--- src/rtl/tx_frame_decoder.sv ---
// rtl/tx_frame_decoder.sv - rebuilds {hdr, msb, lsb} byte frames from a fifo into tagged 16-bit words
module tx_frame_decoder #(
   parameter logic [7:0]  HDR_MASK  = 8'hFC,
   parameter logic [7:0]  HDR_MATCH = 8'hA0,
   parameter logic [15:0] TIMEOUT   = 16'd1000,
   parameter int          ERR_W     = 8
) (
   input  logic             clk,
   input  logic             rst,
   input  logic [7:0]       rdata,
   input  logic             rempty,
   output logic             rinc,
   output logic [15:0]      data_out,
   output logic [1:0]       src_out,
   output logic             data_avail,
   input  logic             data_accept,
   output logic [ERR_W-1:0] err_cnt,
   output logic             err_pulse,
   output logic             busy
);

   typedef enum logic [1:0] {S_HDR, S_MSB, S_LSB, S_OUT} state_t;

   state_t      state, state_nx;
   logic [15:0] timer, timer_nx;
   logic [1:0]  src, src_nx;
   logic [7:0]  msb, msb_nx;
   logic        pop, err, load_out;

   always_comb begin
      state_nx = state;
      timer_nx = timer;
      src_nx   = src;
      msb_nx   = msb;
      pop      = 1'b0;
      err      = 1'b0;
      load_out = 1'b0;
      case (state)
         S_HDR: begin
            if (!rempty) begin
               pop = 1'b1;
               if ((rdata & HDR_MASK) == HDR_MATCH) begin
                  src_nx   = rdata[1:0];
                  timer_nx = 16'd0;
                  state_nx = S_MSB;
               end else begin
                  err = 1'b1;
               end
            end
         end
         S_MSB, S_LSB: begin
            if (!rempty) begin
               pop      = 1'b1;
               timer_nx = 16'd0;
               if (state == S_MSB) begin
                  msb_nx   = rdata;
                  state_nx = S_LSB;
               end else begin
                  load_out = 1'b1;
                  state_nx = S_OUT;
               end
            end else if (timer == TIMEOUT - 16'd1) begin
               // Starved mid-frame: drop it and look for the next header
               err      = 1'b1;
               timer_nx = 16'd0;
               state_nx = S_HDR;
            end else begin
               timer_nx = timer + 16'd1;
            end
         end
         S_OUT: begin
            if (data_accept) state_nx = S_HDR;
         end
         default: state_nx = S_HDR;
      endcase
   end

   // Gated by rst so the combinational strobes read as cleared while reset is held
   assign rinc      = pop & ~rst;
   assign err_pulse = err & ~rst;
   assign busy      = (state != S_HDR);

   always_ff @(posedge clk or posedge rst) begin
      if (rst) begin
         state      <= S_HDR;
         timer      <= 16'd0;
         src        <= 2'd0;
         msb        <= 8'd0;
         data_out   <= 16'd0;
         src_out    <= 2'd0;
         data_avail <= 1'b0;
         err_cnt    <= '0;
      end else begin
         state <= state_nx;
         timer <= timer_nx;
         src   <= src_nx;
         msb   <= msb_nx;
         if (load_out) begin
            data_out   <= {msb, rdata};
            src_out    <= src;
            data_avail <= 1'b1;
         end else if (state == S_OUT && data_accept) begin
            data_avail <= 1'b0;
         end
         if (err && err_cnt != {ERR_W{1'b1}}) err_cnt <= err_cnt + ERR_W'(1);
      end
   end

endmodule
--- config.mk ---
export PLATFORM = sky130hd
export DESIGN_NAME = tx_frame_decoder
export DESIGN_NICKNAME = d
export VERILOG_FILES = /design/src/rtl/tx_frame_decoder.sv
export SDC_FILE = /design/constraint.sdc
export NUM_CORES = 1
export LEC_CHECK = 0
export CAP_MARGIN = 20
export CORE_AREA = 5 5 79 81
export DETAILED_ROUTE_END_ITERATION = 8
export DIE_AREA = 0 0 84 86
export PLACE_DENSITY = 0.79
export SLEW_MARGIN = 10
export SYNTH_ARGS = -nofsm -noshare
export SYNTH_HDL_FRONTEND = slang
export SYNTH_SLANG_ARGS = --single-unit
--- constraint.sdc ---
create_clock -name clk -period 3.33 [get_ports clk]
set_input_delay 0.8325 -clock clk [delete_from_list [all_inputs] [get_ports clk]]
set_output_delay 0.8325 -clock clk [all_outputs]
set_load 0.01 [all_outputs]
* Yosys cells after proc, flatten, opt, wreduce, memory -nomap -nowiden *
Index checks and enable logic that the tools add are counted.

operators by class
  reduce and logical (&&, ||, !) cells = 12
  mux-type cells = 24
  add/sub/neg operators = 2
  bitwise operators = 4
  equality and inequality tests = 10

operator list
  kind                     count
  $mux W16                 4
  $pmux W16 S2             1
  $add A16 B1 Y16 const B  1
  $eq A16 B10 Y1 const B   1
  $mux W1                  12
  $mux W2                  5
  $reduce_and A3 Y1        3
  $add A8 B1 Y8 const B    1
  $ne A8 B8 Y1 const B     1
  $eq A6 B6 Y1 const B     1
  $ne A2 B2 Y1 const B     3
  $pmux W2 S3              1
  $reduce_bool A2 Y1       3
  $eq A2 B2 Y1 const B     2
  $reduce_and A4 Y1        1
  $ne A3 B3 Y1 const B     1
  $reduce_or A3 Y1         1
  $and A1 B1 Y1            2
  $eq A2 B1 Y1 const B     1
  $logic_and A1 B1 Y1      2
  $logic_not A2 Y1         1
  $not A1 Y1               2
  $pmux W1 S2              1
  $reduce_or A2 Y1         1

storage, ports and cells
  bits in registers = 55
  output and inout bits = 30
  input port bits = 12

* Longest topological paths before layout *
Gate-level depths: netlist (run 1).

  depth in word-level cells = 5
  depth in mapped cells = 8
  gate-level depth less buffers = 7

* Least setup slack after synthesis (run 1) *
Ideal clock, no wire load.

  kind = reg-to-output
  start = reg timer[10]
  end = out err_pulse
  data arrival time = 1.975 ns
  stages on the path, launching flop included = 6
  buffers on the path = 1
  required time = 2.497 ns
  slack = 0.522 ns
  path through = dfrtp_1 or4_1 nor4_4 a22o_1 buf_4 nor3b_1

between the ends
  word-level cells in the longest chain between the ends = 5

RTL lines
  item                      RTL line  text
  start: declaration        25        logic [15:0] timer, timer_nx;
  start signal: assignment  95        timer <= timer_nx;
  $eq A16 B10 Y1            62        end else if (timer == TIMEOUT - 16'd1) begin
  $mux W1                   62
  $mux W1                   52        if (!rempty) begin
  $pmux W1 S2               38        case (state)
  $and A1 B1 Y1             80        assign err_pulse = err & ~rst;
  end: declaration          18        output logic err_pulse,

Every way passes these cells.

* Worst setup path after layout (run 1) *
  start = in rdata[4]
  end = out err_pulse

between the ends
  word-level cells in the longest chain between the ends = 5

RTL lines
  item                RTL line  text
  start: declaration  10        input logic [7:0] rdata,
  $eq A6 B6 Y1        42        if ((rdata & HDR_MASK) == HDR_MATCH) begin
  $mux W1             42
  $mux W1             40        if (!rempty) begin
  $pmux W1 S2         38
  $and A1 B1 Y1       80

Every way passes these cells.

==> results, run 1 <==
- Clock latency on the worst-skew pair, taken at its later pin, is 300 ps.
- The run finished with clean final reports.
- The number of DRC markers after the initial detailed-route iteration is 105.
- The data arrival at the endpoint of the critical path is 2420 ps.
- The static leakage is 0.00141 uW.
- The aggregate negative setup slack is 0 ps.
- Once detailed placement completed, the half-perimeter wirelength came to 4120 um.
- The largest net degree at the start of global routing is 30.
- The initial antenna violation count came to 0.
- The post-placement cell count is 358.
- The startpoint class of the critical path is an input port.
- The number of unique standard cell types used by synthesis is 38.
- For this block, the via count after detailed routing is 2055.
- The power per cell area is 814 nW/um^2.
- Setup repair after global routing left no endpoint under its margin.
- The shortest clock period the worst path allows after layout is 3250 ps.
- The maximum buffer depth of the clock tree is 2.
- In this run, CTS created clock tree buffers numbering 5.
- The floorplan step defined a die boundary enclosing 7220 sq um.
- The internal reg-to-reg setup slack is 1020 ps.
- VDD sags by at most 0.327 mV.
- The fraction of layout cells with a size suffix above 1 is 21.1%.
- In this run the vertical extent of the chip is 86 um.
- The worst register-to-register path has a depth of 8.
- The number of H-tree levels is 2.
- The setup-violating endpoint count in the final report is 0.
- The sequential fraction of the synthesis area is 52.8%.
- The worst pin sits at a relative slew slack of 60.3%.
- The clock tree from TritonCTS is done.
- The count of max-cap constraint violations is 0.
- The number of nets in the synthesized netlist is 252.
- The tree is rooted in a sky130_fd_sc_hd__clkbuf_8.
- In this run the remaining antenna-violating nets after routing total 0.
- The aggregate routed wire length is 5650 um.
- The number of failing hold endpoints at the final stage is 0.
- 42 I/O pins were placed.
- The count of flip-flops with a built-in enable after synthesis is 0.
- Across every metal layer, demand over resource in global routing totals 16.5%.
- The number of placement rows is 27.
- The first global-routing pass estimated 9860 um of wire.
- The max-slew violation total from the final report is 0.
- The first-pass iteration count of the detailed router is 4.
- The library cell used most frequently in the layout, excluding fill and tap cells, is sky130_fd_sc_hd__dfrtp_1.
- The number of warnings reported in the yosys synthesis log is 0.
- After clock tree synthesis, the clock-pin slew on the worst setup and hold paths is 90 ps.
- For this configuration, the core starts out at a cell density of 48.2%.
- The maximum frequency from static timing analysis is 308 MHz.
- At the pin with the least slew margin, the transition time is 595 ps.
- The hold-fix buffer count after cts is 0.
- The average instance area after synthesis is 11.1 sq um.
- The count of non-filler cells in the finished layout is 366.
- The start-to-end type of the worst setup path is input port to primary output.
- The count of clock tree sinks is 55.
- After technology mapping, the gate count stands at 235.
- The number of register bits inferred by synthesis is 55.
- The total overflow left after global routing is 0.
- The sort of element at the end of the critical path is a primary output.
- For the worst setup path, the data required time is 2500 ps.
- The number of nets in the layout is 310.
- The number of global-route vias before repair was 2127.
- The most used flip-flop cell after synthesis is sky130_fd_sc_hd__dfrtp_1.
- The maximum fanout count along the critical path is 3.
- The area growth from synthesis to layout is 28.8%.
- The hold path depth is 1.
- The count of input and output buffers is 41.
- Of the available clock period, the critical path in the final layout requires 97.6%.
- After synthesis the cells add up to 2610 sq um.
- The detailed-route vias per instance is 5.61.
- The core region is 5410 sq um.
- The share of async-settable or async-resettable flops after synthesis is 100%.
- The clock skew is 4.98 ps.
- The average wire per standard cell is 15.4 um.
- Buffers added to address setup during post-CTS repair amount to 0.
- In this run the worst hold path is classified as flop to flop.
- 0 antenna diodes ended up in the layout.
- The library cells used most frequently in the layout, excluding fill and tap cells, are 55 x sky130_fd_sc_hd__dfrtp_1, 40 x sky130_fd_sc_hd__clkdlybuf4s50_1, 28 x sky130_fd_sc_hd__mux2_2.
- After detailed routing, the number of remaining DRC violations is 0.
- From left edge to right edge, the die measures 84 um.
- The final weighted congestion in routability-driven placement is 0.842.
## critical path, stage by stage
cell,delay [ps]
sky130_fd_sc_hd__clkdlybuf4s50_1,480
sky130_fd_sc_hd__nor4b_4,330
sky130_fd_sc_hd__nand2_1,110
sky130_fd_sc_hd__a22o_1,230
sky130_fd_sc_hd__nor3b_2,150
sky130_fd_sc_hd__dlygate4sd2_1,280
## Yosys cell counts, types with 5 or more instances
library cell / number / area share [%]
sky130_fd_sc_hd__nand3_1: 15 / 2.9
sky130_fd_sc_hd__inv_1: 9 / 1.3
sky130_fd_sc_hd__dfrtp_1: 55 / 53
sky130_fd_sc_hd__o31ai_1: 5 / 1.4
sky130_fd_sc_hd__nor3_1: 14 / 2.7
sky130_fd_sc_hd__nand2_1: 16 / 2.3
sky130_fd_sc_hd__clkbuf_1: 5 / 0.72
sky130_fd_sc_hd__nor2_1: 6 / 0.86
sky130_fd_sc_hd__ha_1: 5 / 2.4
sky130_fd_sc_hd__xnor2_1: 6 / 2.0
sky130_fd_sc_hd__mux2_2: 28 / 12
sky130_fd_sc_hd__o21ai_0: 19 / 3.6
sky130_fd_sc_hd__a21oi_1: 6 / 1.2
## per-layer routing
layer,global-route usage (%),routed length (um),up-vias,share of wire [%]
li1,-,-,973,-
met5,0,0,-,0
met4,4.82,64,0,1.1
met1,19.9,2340,1015,41
met3,2.88,257,6,4.5
met2,30.3,2980,61,53
## state kept, by name (all words and copies together) (netlist names)
register	flops
data_avail	1
data_out	16
err_cnt	8
msb	8
src	2
src_out	2
state	2
timer	16
## cells by family (layout without fill, tap and decap cells)
kind of cell	Yosys count	count (layout)	synth area share, %
fa+ha+maj	5	5	2.40
flops	55	55	52.8
simple gates	80	80	17.1
mux	29	29	12.7
buf+inv	17	76	2.69
xor+xnor	6	6	2.02
compound gates	43	43	10.3
## metrics by stage
step / area (sq um) / worst slack, ps / hold WS, ps / util (%) / total power [uW]
CTS: 3340 / 72.6 / 512 / 61.9 / 2760
detailed placement: 3220 / -98.6 / 489 / 59.7 / 2290
finish: 3360 / 81.6 / 504 / 62.1 / 2740
global route: 3360 / 25.5 / 519 / 62.1 / 2920
global placement: 3220 / -95.7 / 460 / 59.7 / 2240
floorplan: 2610 / 522 / 467 / - / 1720
## report_power, final
group	switching (uW)	total, uW	internal, uW
clock network	216	464	248
logic	551	1240	691
registers	143	1030	886
total	910	2740	1820
## final cells by class
cell class / count / area (sq um)
Clock inverter: 2 / 38.8
Multi-Input combinational cell: 163 / 1180
Sequential cell: 55 / 1380
Inverter: 9 / 33.8
Timing Repair Buffer: 59 / 557
Tap cell: 72 / 90.1
Fill cell: 425 / 2050
Clock buffer: 6 / 82.6
## worst paths after layout
check	end	startpoint
setup / recovery	err_pulse	rdata[4]
hold / removal	data_avail	data_avail
setup reg to reg	timer[10]	state[1]
hold reg to reg	data_avail	data_avail
max in group asynchronous	timer[2]	rst
min in group asynchronous	err_cnt[7]	rst
## repair_timing
| item | 4_1_cts | 5_1_grt |
|---|---|---|
| setup endpoints to repair | 1 | 1 |
| resized for setup | 1 | 2 |
| pin swaps | 1 | 0 |
| cloned | 0 | 0 |
Note: power is estimated with default switching activity, not from simulation.
==> run 2, diff against run 1 <==
Settings changed: CORE_AREA 5 5 79 81 to 3 3 77 79, DIE_AREA 0 0 84 86 to 0 0 80 82.
==> results, run 2 (synthesis results as in run 1) <==
- The maximum frequency from static timing analysis is 312 MHz (+1.2%).
- The initial core utilization is 48.2% (unchanged).
- The required time of the critical path is 2500 ps (about the same).
- The remaining routing DRC violations is 0 (unchanged).
- The number of antenna repair diodes is 0 (unchanged).
- The maximum fanout count along the critical path is 2 (-1).
- The number of H-tree levels is 2 (unchanged).
- The total core area was 5410 sq um (unchanged).
- The initial antenna violation count came to 0 (unchanged).
- The detailed-route vias per instance is 5.64 (+0.37%).
- The global-route usage over all layers is 16.7% (+0.22 points).
- The delay contributed by the slowest stage of the critical path came to 460 ps (-20 ps).
- The final worst slack is 120 ps (+38.9 ps).
- The total overflow reported by the global router was 0 (unchanged).
- The sequential cell area is 1380 sq um (unchanged).
- The flow ran to the end, and the final reports show no timing, DRC or antenna violations.
- The count of non-filler cells in the finished layout came to 365 (-0.27%).
- The area of the multi-input gates was 1170 sq um (-0.42%).
- The total half-perimeter wirelength after legalization and detailed placement is 3770 um (-8.5%).
- Setup repair after global routing left no endpoint under its margin.
- The buffering stage count on the worst path with inverters included came to 2 (unchanged).
- The floorplan die area came to 6560 sq um (-9.2%).
- The number of failing hold endpoints at the final stage is 0 (unchanged).
- The count of cell instances traversed by the critical path is 6 (unchanged).
- The post-placement worst setup slack is -153 ps (-54.5 ps).
- The start-to-end type of the worst setup path is input port to primary output.
- The post-placement cell count is 355 (-0.84%).
- The number of clock buffers inserted by TritonCTS is 5 (unchanged).
- The largest vdd supply drop is 0.335 mV (+2.6%).
- The latest clock arrival within the worst-skew pair is 310 ps (about the same).
- The count of max-cap constraint violations is 0 (unchanged).
- The aggregate negative setup slack was 0 ps (unchanged).
- The hold path depth is 1 (unchanged).
- The hold-fix buffer count after cts is 0 (unchanged).
- The number of nets in the layout came to 309 (-0.32%).
- The first-pass iteration count of the detailed router is 4 (unchanged).
- The count of clock tree sinks is 55 (unchanged).
- TritonCTS built the clock tree.
- The aggregate routed wire length was 5270 um (-6.7%).
- The power per cell area is 805 nW/um^2 (-1.2%).
- The data arrival at the endpoint of the critical path is 2380 ps (-40 ps).
- The clock skew is 6.94 ps (+1.95 ps).
- The pin slew with the least headroom to its limit is 583 ps (-11.9 ps).
- The total I/O pin count is 42 (unchanged).
- The total power draw came to 2690 uW (-1.5%).
- The library cells used most frequently in the layout, excluding fill and tap cells, are 55 x sky130_fd_sc_hd__dfrtp_1, 39 x sky130_fd_sc_hd__clkdlybuf4s50_1, 28 x sky130_fd_sc_hd__mux2_2.
- The fraction of layout cells with a size suffix above 1 is 20.5% (-0.61 points).
- STA classifies the critical path startpoint as an input port.
- The final weighted congestion in routability-driven placement is 0.916 (+8.8%).
- The count of input and output buffers is 41 (unchanged).
- Relative to the synthesized area, the layout overhead comes to 28.4%.
- The headroom to the max-slew limit is 61.1% (+0.79 points).
- The global-route wire length before repair is 8620 um (-13%).
- The slowest stage cell on the critical path is sky130_fd_sc_hd__clkdlybuf4s50_1.
- The via count was 2057 (+0.097%).
- The root buffer cell chosen for the clock tree is sky130_fd_sc_hd__clkbuf_8.
- The shortest clock period the worst path allows after layout is 3210 ps (-38.9 ps).
- The maximum buffer depth of the clock tree is 2 (unchanged).
- The width of the die was 80 um (-4.8%).
- The fill cell instance count of the final layout came to 434 (+2.1%).
- The worst hold path belongs to the class flop to flop.
- The static leakage is 0.00141 uW (+0.39%).
- The portion of the clock cycle consumed by the worst path in the final layout is 96.4% (-1.2 points).
- The commonest non-fill, non-tap cell in the layout is sky130_fd_sc_hd__dfrtp_1.
- The critical path goes through clkdlybuf4s50_1, nor4b_4, nand2_1, a22o_1, nor3b_1, dlygate4sd1_1.
- The number of DRC markers after the initial detailed-route iteration was 92 (-12%).
- The number of placement rows is 27 (unchanged).
- The average wire per standard cell is 14.4 um (-6.5%).
- The setup-violating endpoint count in the final report came to 0 (unchanged).
- The max-slew violation total from the final report is 0 (unchanged).
- In the final layout, the registers with the most flip-flops are data_out: 16 flops, timer: 16 flops.
- The sort of element at the end of the critical path is a primary output.
- The largest net degree at the start of global routing is 30 (unchanged).
- The number of global-route vias before repair was 1808 (-15%).
- The logic depth of the worst register-to-register path is 7 (-1).
- The cell family with the largest share of critical-path delay is buffers and inverters.
- The number of routed nets with antenna violations came to 0 (unchanged).
- The clock transition at the register clock pins on the worst setup and hold paths after CTS was 90 ps (about the same).
- The die boundary height was 82 um (-4.7%).
run 2: cell types whose count changed in the layout (fill, tap and decap cells not counted), sizes merged:
| cell | change |
|---|---|
| buf | -1 |
| clkdlybuf4s50 | -1 |
| dlygate4sd1 | +1 |
| dlygate4sd2 | -1 |
| dlymetal6s2s | +1 |
run 2: worst reg2reg max path, cell delays in order, from the launching register on:
cell and delay, ps:
sky130_fd_sc_hd__dfrtp_1 420, sky130_fd_sc_hd__or4_1 580, sky130_fd_sc_hd__nor4_4 360, sky130_fd_sc_hd__buf_4 160, sky130_fd_sc_hd__buf_4 190, sky130_fd_sc_hd__or3_1 370
sky130_fd_sc_hd__or3_1 170, sky130_fd_sc_hd__o21ai_0 80
run 2: final cells by class:
| type | instances | area share [%] |
|---|---|---|
| clock buffer | 6 | 2.47 |
| inverter | 9 | 1.01 |
| clock inverter | 2 | 1.16 |
| timing repair buffer | 58 | 16.5 |
| multi-input combinational | 163 | 35.1 |
| sequential | 55 | 41.1 |
| tap | 72 | 2.69 |
run 2: stage by stage:
| stage | area (sq um) | hold WS, ps | utilization (%) |
|---|---|---|---|
| detailed placement | 3200 | 485 | 59.2 |
| global route | 3350 | 533 | 61.9 |
| floorplan | 2610 | 467 | - |
| finish | 3350 | 499 | 61.9 |
| CTS | 3330 | 507 | 61.6 |
| global placement | 3200 | 461 | 59.2 |
run 2: timing repair:
| action | CTS | global route |
|---|---|---|
| setup buffers | 0 | 2 |
| gates resized for setup | 2 | 3 |
| setup endpoints to repair | 1 | 1 |
| pin swaps | 0 | 3 |
run 2: routing by layer:
layer / share of wire (%) / routed length (um) / vias to the layer above / GRT usage (%)
li1: - / - / 977 / -
met1: 43 / 2280 / 1010 / 21.8
met2: 50 / 2650 / 62 / 28.1
met3: 4.9 / 256 / 8 / 3.18
met4: 1.7 / 87 / 0 / 5.57
met5: 0 / 0 / - / 0
run 2: power by group:
part / switching, uW / internal [uW] / leakage, uW
logic: 532 / 671 / 0.000652
registers: 138 / 886 / 0.000699
clock network: 220 / 248 / 0.0000618
run 2: path summary, 6_finish.rpt:
check | start | end | slack (ps)
max in group asynchronous | rst | data_out[3] | 1840
min | data_avail | data_avail | 500
max | rdata[3] | err_pulse | 120
max reg2reg | timer[10] | timer[13] | 900
min in group asynchronous | rst | timer[14] | 950
min reg2reg | data_avail | data_avail | 500
==> run 3, diff against run 2 <==
Settings changed: RECOVER_POWER set to 25.
==> results, run 3 (synthesis results as in run 1) <==
- The global-route usage over all layers is 16.7% (unchanged).
- The final core area utilization was 61.7% (-0.28 points).
- The number of routed nets with antenna violations is 0 (unchanged).
- The fraction of power spent switching nets is 33.0% (about the same).
- The fraction of layout cells with a size suffix above 1 came to 20.1% (-0.34 points).
- The number of clock buffers inserted by TritonCTS is 5 (unchanged).
- The part of the power in combinational logic is 44.7% (about the same).
- The count of non-filler cells in the finished layout is 365 (unchanged).
- The static leakage is 0.00141 uW (-0.28%).
- The die boundary height is 82 um (unchanged).
- The count of input and output buffers is 41 (unchanged).
- The area after detailed placement is 3200 sq um (unchanged).
- The shortest clock period the worst path allows after layout is 3210 ps (-1.64 ps).
- The first-pass iteration count of the detailed router is 4 (unchanged).
- The flow ran to the end, and the final reports show no timing, DRC or antenna violations.
- The total core area came to 5410 sq um (unchanged).
- The startpoint identified for the worst register-to-register timing path is timer[10].
- The largest registers in the layout are data_out: 16 flops, timer: 16 flops.
- The relative contribution of the clock network to total power is 17.3% (about the same).
- Setup repair after global routing left no endpoint under its margin.
- The setup-violating endpoint count in the final report is 0 (unchanged).
- The total overflow reported by the global router is 0 (unchanged).
- The clock root buffer is sky130_fd_sc_hd__clkbuf_8.
- The power per cell area came to 807 nW/um^2 (+0.30%).
- The startpoint identified for the worst hold timing path is data_avail.
- The final weighted congestion in routability-driven placement came to 0.916 (unchanged).
- The via count is 2041 (-0.78%).
- The number of placement rows is 27 (unchanged).
- The total I/O pin count is 42 (unchanged).
- The number of H-tree levels is 2 (unchanged).
- The delay contributed by the slowest stage of the critical path is 460 ps (about the same).
- In this run the worst setup path begins at rdata[3].
- The maximum buffer depth of the clock tree was 2 (unchanged).
- The total power draw came to 2690 uW (-0.15%).
- TritonCTS built the clock tree.
- The number of antenna repair diodes is 0 (unchanged).
- The critical path goes through clkdlybuf4s50_1, nor4b_4, nand2_1, a22o_1, nor3b_1, dlygate4sd1_1.
- The sequential share of power is 38.0% (about the same).
- The aggregate negative setup slack is 0 ps (unchanged).
- The post-layout instance area is 3330 sq um (-0.45%).
- The maximum fanout count along the critical path was 2 (unchanged).
- The data arrival at the endpoint of the critical path is 2380 ps (about the same).
- The internal power came to 1800 uW (-0.13%).
- The switching power is 888 uW (-0.20%).
- The sequential cell area was 1380 sq um (unchanged).
- The average wire per standard cell is 14.4 um (-0.47%).
- The slowest stage cell on the critical path is sky130_fd_sc_hd__clkdlybuf4s50_1.
- The max-slew violation total from the final report was 0 (unchanged).
- The number of DRC markers after the initial detailed-route iteration is 72 (-22%).
- The hold-fix buffer count after cts is 0 (unchanged).
- The classification of the worst-slack hold path is flop to flop.
- The total half-perimeter wirelength after legalization and detailed placement is 3770 um (unchanged).
- The number of global-route vias before repair came to 1808 (unchanged).
- The pin slew with the least headroom to its limit is 998 ps (+415 ps).
- The number of failing hold endpoints at the final stage is 0 (unchanged).
- The width of the die was 80 um (unchanged).
- The portion of the clock cycle consumed by the worst path in the final layout was 96.3% (about the same).
- The post-placement cell count was 355 (unchanged).
- The largest vdd supply drop is 0.335 mV (+0.12%).
- The library cell used most frequently in the layout, excluding fill and tap cells, is sky130_fd_sc_hd__dfrtp_1.
- The headroom to the max-slew limit is 33.4% (-28 points).
- The area growth from synthesis to layout is 27.8%.
- The remaining routing DRC violations was 0 (unchanged).
- The floorplan die area is 6560 sq um (unchanged).
- The latest clock arrival within the worst-skew pair was 310 ps (about the same).
- The internal reg-to-reg setup slack is 900 ps (about the same).
- The count of clock tree sinks is 55 (unchanged).
- The area of the multi-input gates was 1170 sq um (unchanged).
- The initial antenna violation count is 0 (unchanged).
- In the layout the commonest cells are 55 x sky130_fd_sc_hd__dfrtp_1, 38 x sky130_fd_sc_hd__clkdlybuf4s50_1, 28 x sky130_fd_sc_hd__mux2_2.
- The startpoint class of the critical path is an input port.
- The largest net degree at the start of global routing is 30 (unchanged).
- The number of nets in the layout is 309 (unchanged).
- The start-to-end type of the worst setup path is input port to primary output.
- The fill cell instance count of the final layout is 436 (+0.46%).
- The clock skew was 8.02 ps (+1.09 ps).
- The initial core utilization is 48.2% (unchanged).
- The maximum frequency from static timing analysis is 312 MHz (about the same).
- The clock transition at the register clock pins on the worst setup and hold paths after CTS is 90 ps (about the same).
- The global-route wire length before repair was 8620 um (unchanged).
- The worst setup path is captured at a primary output.
- The detailed-route vias per instance is 5.59 (-0.78%).
- The count of max-cap constraint violations was 0 (unchanged).
- The required time of the critical path is 2500 ps (about the same).
- The aggregate routed wire length is 5240 um (-0.47%).
==> run 3: changes by cell type in the layout (fill, tap and decap cells not counted), sizes merged <==
cell,change
buf,-1
clkbuf,+1
clkdlybuf4s50,-1
dlygate4sd3,+1
==> run 3: timing repair <==
action | in CTS | in global routing
pin swaps | 0 | 3
resized for setup | 2 | 3
endpoints found under the setup margin | 1 | 1
hold endpoints to repair | 0 | 0
setup buffers | 0 | 2
==> run 3: routing by layer <==
metal / up-vias / global-route usage [%] / part of all wire (%)
li1: 977 / - / -
met1: 1006 / 21.8 / 43
met2: 50 / 28.1 / 51
met3: 8 / 3.18 / 3.9
met4: 0 / 5.57 / 1.7
met5: - / 0 / 0
==> run 3: power groups by stage <==
| stage | sequential [uW] | clock (uW) | combinational (uW) |
|---|---|---|---|
| 2_1_floorplan | 1080 | 0 | 638 |
| 3_3_place_gp | 1020 | 0 | 1180 |
| 3_5_place_dp | 1040 | 0 | 1210 |
| 4_1_cts | 1030 | 478 | 1210 |
| 5_1_grt | 1060 | 501 | 1300 |
| 6_report | 1020 | 465 | 1200 |
==> run 3: final cells by class <==
type | count | area share, %
timing repair buffer | 58 | 16.1
clock inverter | 2 | 1.16
inverter | 9 | 1.01
tap | 72 | 2.70
multi-input combinational | 163 | 35.2
clock buffer | 6 | 2.48
sequential | 55 | 41.3
==> run 3: through the flow <==
stage	hold WS [ps]	worst slack, ps
6_report	499	122
5_1_grt	533	5.12
4_1_cts	507	66.4
3_5_place_dp	485	-153
3_3_place_gp	461	-105
2_1_floorplan	467	522
==> run 3: path summary, 6_finish.rpt <==
check,end,cells past startpoint
max reg2reg,timer[13],7
min in group asynchronous,timer[0],2
max in group asynchronous,data_out[3],3
min,data_avail,1
min reg2reg,data_avail,1
max,err_pulse,6
==> run 3: critical path: cells and delay by family <==
| kind | cells | cell delay, ps |
|---|---|---|
| buf+inv | 2 | 730 |
| simple gates | 3 | 580 |
| compound gates | 1 | 230 |
